## config.mk

```make
export PLATFORM = sky130hd
export DESIGN_NAME = ace_request_arbiter
export DESIGN_NICKNAME = d
export VERILOG_FILES = /design/src/rtl/ace_request_arbiter.sv
export SDC_FILE = /design/constraint.sdc
export NUM_CORES = 1
export LEC_CHECK = 0
export ABC_AREA = 1
export CAP_MARGIN = 20
export CORE_AREA = 2 2 39 41
export DETAILED_ROUTE_END_ITERATION = 10
export DIE_AREA = 0 0 41 43
export GPL_TIMING_DRIVEN = 0
export PLACE_DENSITY_LB_ADDON = 0.1
export RECOVER_POWER = 100
export SETUP_SLACK_MARGIN = 0.4
export SLEW_MARGIN = 20
export SYNTH_ARGS = -nofsm -noshare
export SYNTH_HDL_FRONTEND = slang
export SYNTH_SLANG_ARGS = --single-unit
```

## constraint.sdc

```tcl
create_clock -name clk -period 1.14 [get_ports clk]
set_input_delay 0.342 -clock clk [delete_from_list [all_inputs] [get_ports clk]]
set_output_delay 0.342 -clock clk [all_outputs]
set_load 0.02 [all_outputs]
```

## src/rtl/ace_request_arbiter.sv

```systemverilog
// Round-robin arbiter sharing one ACE port among NUM_REQ cache controllers; ACE_ARB_TIMEOUT_EN adds a BUSY watchdog.
// Latency: grant and ace_*_req one cycle after a request is seen in IDLE; done one cycle after ace_ready.
// Backpressure: requests are level-held until done; the owner holds the port until ace_ready (or watchdog).
module ace_request_arbiter #(
  parameter int NUM_REQ        = 2,
  parameter int TIMEOUT_CYCLES = 255
) (
  input  logic               clk,
  input  logic               reset,
  input  logic [NUM_REQ-1:0] req_read,
  input  logic [NUM_REQ-1:0] req_write,
  input  logic [NUM_REQ-1:0] req_invalid,
  input  logic               ace_ready,
  output logic               ace_read_req,
  output logic               ace_write_req,
  output logic               ace_invalid_req,
  output logic [NUM_REQ-1:0] grant,
  output logic [NUM_REQ-1:0] done,
  output logic               busy,
  output logic               timeout_err
);

  localparam int IDX_W = (NUM_REQ > 1) ? $clog2(NUM_REQ) : 1;

  if (NUM_REQ < 2 || NUM_REQ > 8 || TIMEOUT_CYCLES < 1) begin : g_param_check
    $error("ace_request_arbiter: NUM_REQ must be 2..8 and TIMEOUT_CYCLES >= 1");
  end

  typedef enum logic [1:0] {
    IDLE    = 2'd0,
    BUSY    = 2'd1,
    RELEASE = 2'd2
  } state_t;

  state_t             state_q, state_d;
  logic [IDX_W-1:0]   last_grant_q;
  logic [IDX_W-1:0]   winner_q;
  logic [2:0]         kind_q;      // {write, invalid, read}, one-hot
  logic [IDX_W-1:0]   cand;
  logic [IDX_W-1:0]   pick_idx;
  logic               pick_vld;
  logic [2:0]         pick_kind;
  logic [NUM_REQ-1:0] pending;
  logic [NUM_REQ-1:0] winner_oh;
  logic               in_busy;
  logic               tmo_hit;
  logic               done_en;

  assign pending   = req_read | req_write | req_invalid;
  assign in_busy   = (state_q == BUSY);
  assign winner_oh = NUM_REQ'(1) << winner_q;

  // Search starts just after the previous owner so every requester gets a turn.
  always_comb begin
    pick_vld = 1'b0;
    pick_idx = '0;
    cand     = '0;
    for (int i = 1; i <= NUM_REQ; i++) begin
      cand = IDX_W'((int'(last_grant_q) + i) % NUM_REQ);
      if (!pick_vld && pending[cand]) begin
        pick_vld = 1'b1;
        pick_idx = cand;
      end
    end
  end

  always_comb begin
    pick_kind = 3'b001;
    if (req_write[pick_idx]) begin
      pick_kind = 3'b100;
    end else if (req_invalid[pick_idx]) begin
      pick_kind = 3'b010;
    end
  end

  always_comb begin
    state_d = state_q;
    case (state_q)
      IDLE:    if (pick_vld) state_d = BUSY;
      BUSY:    if (ace_ready || tmo_hit) state_d = RELEASE;
      RELEASE: state_d = IDLE;
      default: state_d = IDLE;
    endcase
  end

  always_ff @(posedge clk) begin
    if (reset) begin
      state_q      <= IDLE;
      last_grant_q <= IDX_W'(NUM_REQ - 1);
      winner_q     <= '0;
      kind_q       <= '0;
    end else begin
      state_q <= state_d;
      if (state_q == IDLE && pick_vld) begin
        winner_q <= pick_idx;
        kind_q   <= pick_kind;
      end
      if (state_q == RELEASE) begin
        last_grant_q <= winner_q;
      end
    end
  end

`ifdef ACE_ARB_TIMEOUT_EN
  localparam int CNT_W = $clog2(TIMEOUT_CYCLES + 1);

  logic [CNT_W-1:0] tmo_cnt_q;
  logic             tmo_flag_q;
  logic             timeout_err_q;

  // Fires on the TIMEOUT_CYCLES-th BUSY cycle that ends without ace_ready.
  assign tmo_hit = in_busy && !ace_ready && (tmo_cnt_q == CNT_W'(TIMEOUT_CYCLES - 1));

  always_ff @(posedge clk) begin
    if (reset) begin
      tmo_cnt_q     <= '0;
      tmo_flag_q    <= 1'b0;
      timeout_err_q <= 1'b0;
    end else begin
      tmo_cnt_q <= (in_busy && !ace_ready && !tmo_hit) ? tmo_cnt_q + CNT_W'(1) : '0;
      if (in_busy) begin
        tmo_flag_q <= tmo_hit;
      end
      timeout_err_q <= timeout_err_q | tmo_hit;
    end
  end

  assign done_en     = !tmo_flag_q;
  assign timeout_err = timeout_err_q;
`else
  assign tmo_hit     = 1'b0;
  assign done_en     = 1'b1;
  assign timeout_err = 1'b0;
`endif

  assign grant           = in_busy ? winner_oh : '0;
  assign ace_write_req   = in_busy & kind_q[2];
  assign ace_invalid_req = in_busy & kind_q[1];
  assign ace_read_req    = in_busy & kind_q[0];
  assign done            = (state_q == RELEASE && done_en) ? winner_oh : '0;
  assign busy            = (state_q != IDLE);

endmodule
```

* Word level (Yosys, flattened, before mapping) *
Index checks and enable logic that the tools add are counted.

operators by class
  add/subtract/negate cells = 2
  magnitude comparators = 3
  eq/ne operators = 4
  shift operators = 1
  multiplexer cells = 19
  bitwise operators = 5
  reductions and logical operators = 6

operator list
  operator                                             number
  two-way mux 1 bit                                    12
  two-way mux 2 bit                                    5
  < comparator 1 x 2 -> 1 bit, second input constant   3
  inequality test 2 bit, second input constant         2
  OR 2 bit                                             2
  case mux 2 bit (2 select lines)                      1
  AND 1 bit                                            3
  two-way mux 3 bit                                    1
  adder 1 bit, second input constant                   2
  equality test 2 x 1 -> 1 bit, second input constant  1
  equality test 2 bit, second input constant           1
  logical AND 1 bit                                    2
  zero test 2 bit                                      1
  AND reduction 2 bit                                  1
  nonzero test 2 bit                                   1
  left shift 1 x 1 -> 2 bit, first input constant      1
  zero test 1 bit                                      1

storage, ports and cells
  bits in registers = 7
  bits of input ports = 9
  output and inout port bits = 9
  word-level logic and storage cells = 44

* Longest topological paths before layout *
  depth in word-level cells = 12
  gate-level depth with buffers = 9

* Worst setup path before layout *
No wires, ideal clock.

  path kind = reg-to-output
  start = register state_q[0]
  end = output ace_invalid_req
  data arrival time = 0.843 ns
  data required time = 0.798 ns
  setup slack = -0.045 ns
  stages on the path, launching flop included = 5
  buffers on the path = 0
  path through = dfxtp_1 -> inv_1 -> nor2_1 -> inv_1 -> nor2_1

on the way
  longest elaborated chain between the ends = 2

ends and longest elaborated chain
  element                       RTL line  text
  from (decl)                   35        state_t state_q, state_d;
  from (signal assigned)        93        state_q <= state_d;
  equality test 2 x 1 -> 1 bit  50        assign in_busy = (state_q == BUSY);
  AND 1 bit                     138       assign ace_invalid_req = in_busy & kind_q[1];
  to (decl)                     16        output logic ace_invalid_req,

No other way between the ends.

* Worst setup path after layout *
  start = register state_q[1]
  end = output grant[0]

on the way
  longest elaborated chain between the ends = 2

ends and longest elaborated chain
  element                       RTL line  text
  equality test 2 x 1 -> 1 bit  50
  two-way mux 2 bit             136       assign grant = in_busy ? winner_oh : '0;
  to (decl)                     17        output logic [NUM_REQ-1:0] grant,

No other way between the ends.

==> impl_metrics.toml <==
[routing]
routed-via-count = 467
drtIter0Drc = 1
route.detailed.drc = 0
wirelength_mm = 1.028
dr.pass1.iters = 2
vias_per_cell = 4.284
wl_per_cell_um = 9.431
drtAntennaViolNets = 0

[critical_path]
path_class = "reg -> out"
crit_path_max_fanout = 6
crit_slowest_cell = "dfxtp_4"
cp.arrival_ns = 1.05
cp_cell_sequence = "nor2_4 -> inv_6 -> nor2_4 -> buf_6"
max_stage_delay_ns = 0.37
regToRegEndpoint = "winner_q"
reg2reg_slack_ns = -0.04
cp-end-kind = "output pin"
required_ns = 0.80
rr_worst_depth = 8
crit_top_cell = "nor2_4"
r2r_start = "state_q[0]"
cp-start-kind = "register"

[floorplanning]
die_y_um = 43
fp.dieArea_sq_mm = 0.001763
design.core.area_sq_mm = 0.001384
rows = 14
initial_core_util = 0.2975
chipWidth_um = 41
pin_count = 18

[synthesis]
ys.warnings.count = 0
ys_seq_elements = 7
syn_inst = 70
syn_area_per_cell_sq_um = 5.881
syn_area_sq_um = 411.6
ys_types = 14
yosysSeqAreaShare = 0.3404
syn_nets = 79

[cts]
cts_root_buf = "clkbuf_4"
path_clk_slew_ns = 0.05
clock_path_buffers = 2
htree_levels = 1
cts.sinks = 7
cts_buffers = 3
insertion_delay_ns = 0.25
cts_tree = "built"

[power]
ir_drop_mv = 0.5504
powerDensity_mw_per_mm2 = 1044
leakagePower_uw = 0.0003657

[placed_design]
placed_area_sq_um = 674.4
io_buffers = 16
routabilityCongestion = 0.7152
placed_cells = 102
dp_hpwl_um = 722.4

[min_path]
hold_end = "kind_q[2]"
holdPathStages = 5
hold_path.class = "in -> reg"
hold_start = "req_write[1]"

[sta]
finalSetupViolCount = 11
setup_tns_ns = -1.894
drv_slew = 0
min_period_ns = 1.392
period_share = 1.221
hold_violations = 0
setup_ws_ns = -0.2523
clock.fmax_mhz = 718.3
rsz0062_at_grt = "yes"
fin_skew_ns = 0.003907

[global_routing]
grtUsageMet2 = 0.2219
grt_pass1_wl_mm = 1.704
met1_usage = 0.1672
met3_usage = 0.03141
grt_pass1_vias = 438
antenna_found_initial = 0
busiest_layer = "met2"
gr-usage-all-layers = 0.1446
grt_max_degree = 7
grt_overflow = 0

[run_status]
run_status = "finished with violations"
violations = "negative setup slack"

[flow_run]
drv_cap = 0

[finish]
final_cells = 109
postLayoutCellArea_sq_um = 794.5
antennaDiodeCount = 0
area_delta_synth_final_pct = 93.01
layout.nets = 103
drive_above_1_share = 0.6237
-- synth_stat cells --
master    n  share of area
a21oi_1   6          0.073
buf_4     1          0.018
conb_1    1         0.0091
dfxtp_1   7           0.34
inv_1    13           0.12
inv_2     1         0.0091
nand2_1  13           0.12
nand2_2   5          0.076
nand3_1   2          0.024
nor2_1   16           0.15
nor2_2    2          0.030
nor3_1    1          0.012
o21ai_0   1          0.012
o21ai_1   1          0.012
-- layer usage --
layer	vias up	wire length, um
met1	195	416
met5	-	0
met4	0	21
met2	17	529
li1	251	-
met3	4	61
-- worst max-delay path by stage --
stage,start,endpoint,depth (start not counted)
6_report,state_q[1],grant[0],4
5_1_grt,state_q[1],grant[1],4
4_1_cts,state_q[1],grant[1],4
3_5_place_dp,state_q[1],done[1],3
3_3_place_gp,state_q[1],done[0],3
2_1_floorplan,state_q[0],ace_invalid_req,4
-- critical path, delay by kind of cell, from the launching register on --
family	cells	cell delay, ns
DFF	1	0.37
buffers and inverters	2	0.19
and+or+nand+nor	2	0.24
-- sequential cells by signal (all words and copies together), names as in the netlist --
signal	count
state_q	2
kind_q	3
last_grant_q	1
winner_q	1
-- what timing repair did --
| item | 4_1_cts | 5_1_grt |
|---|---|---|
| setup endpoints to repair | 15 | 15 |
| hold buffers | 0 | 0 |
| pin swaps | 25 | 3 |
| resized for setup | 94 | 2 |
| setup buffers | 2 | 1 |
| hold endpoints to repair | 0 | 0 |
| gates cloned | 0 | 0 |
-- area by class of cell --
| cell class | instances | area [sq um] |
|---|---|---|
| Buffer | 1 | 7.507 |
| Fill cell | 131 | 589.3 |
| Timing Repair Buffer | 19 | 178.9 |
| Multi-Input combinational cell | 48 | 355.3 |
| Tap cell | 16 | 20.02 |
| Inverter | 14 | 57.56 |
| Sequential cell | 7 | 148.9 |
| Clock buffer | 4 | 26.28 |
-- placed cells by master (no fill, tap or decap), drive strengths merged --
cell	instances
a21oi	6
buf	16
clkbuf	4
clkdlybuf4s15	2
conb	1
dfxtp	7
dlygate4sd2	2
inv	14
nand2	18
nand3	2
nor2	18
nor3	1
o21ai	2
-- kinds of logic after synthesis --
family | synth area share
AO/OA/AOI/OAI | 0.09724
other | 0.009110
AND/OR/NAND/NOR | 0.4073
buffers and inverters | 0.1459
flip-flops | 0.3404
-- metrics by stage --
step                hold WS [ns]  setup slack, ns  utilization  total power (uW)
finish                    0.4615          -0.2523       0.5741             829.2
global route              0.4874          -0.2998       0.5741             881.7
CTS                       0.4701          -0.2562       0.5597             817.4
detailed placement        0.4974          -0.5031       0.4873             550.6
global placement          0.4911          -0.4816       0.4873             550.0
floorplan                 0.4037          0.08147            -             462.9
-- power breakdown --
part / internal, uW / switching (uW) / total (uW)
Sequential: 268 / 17.7 / 286
Combinational: 138 / 182 / 320
Clock: 134 / 90.5 / 224
Total: 539 / 290 / 829
Power figures use the tool's default switching activity.
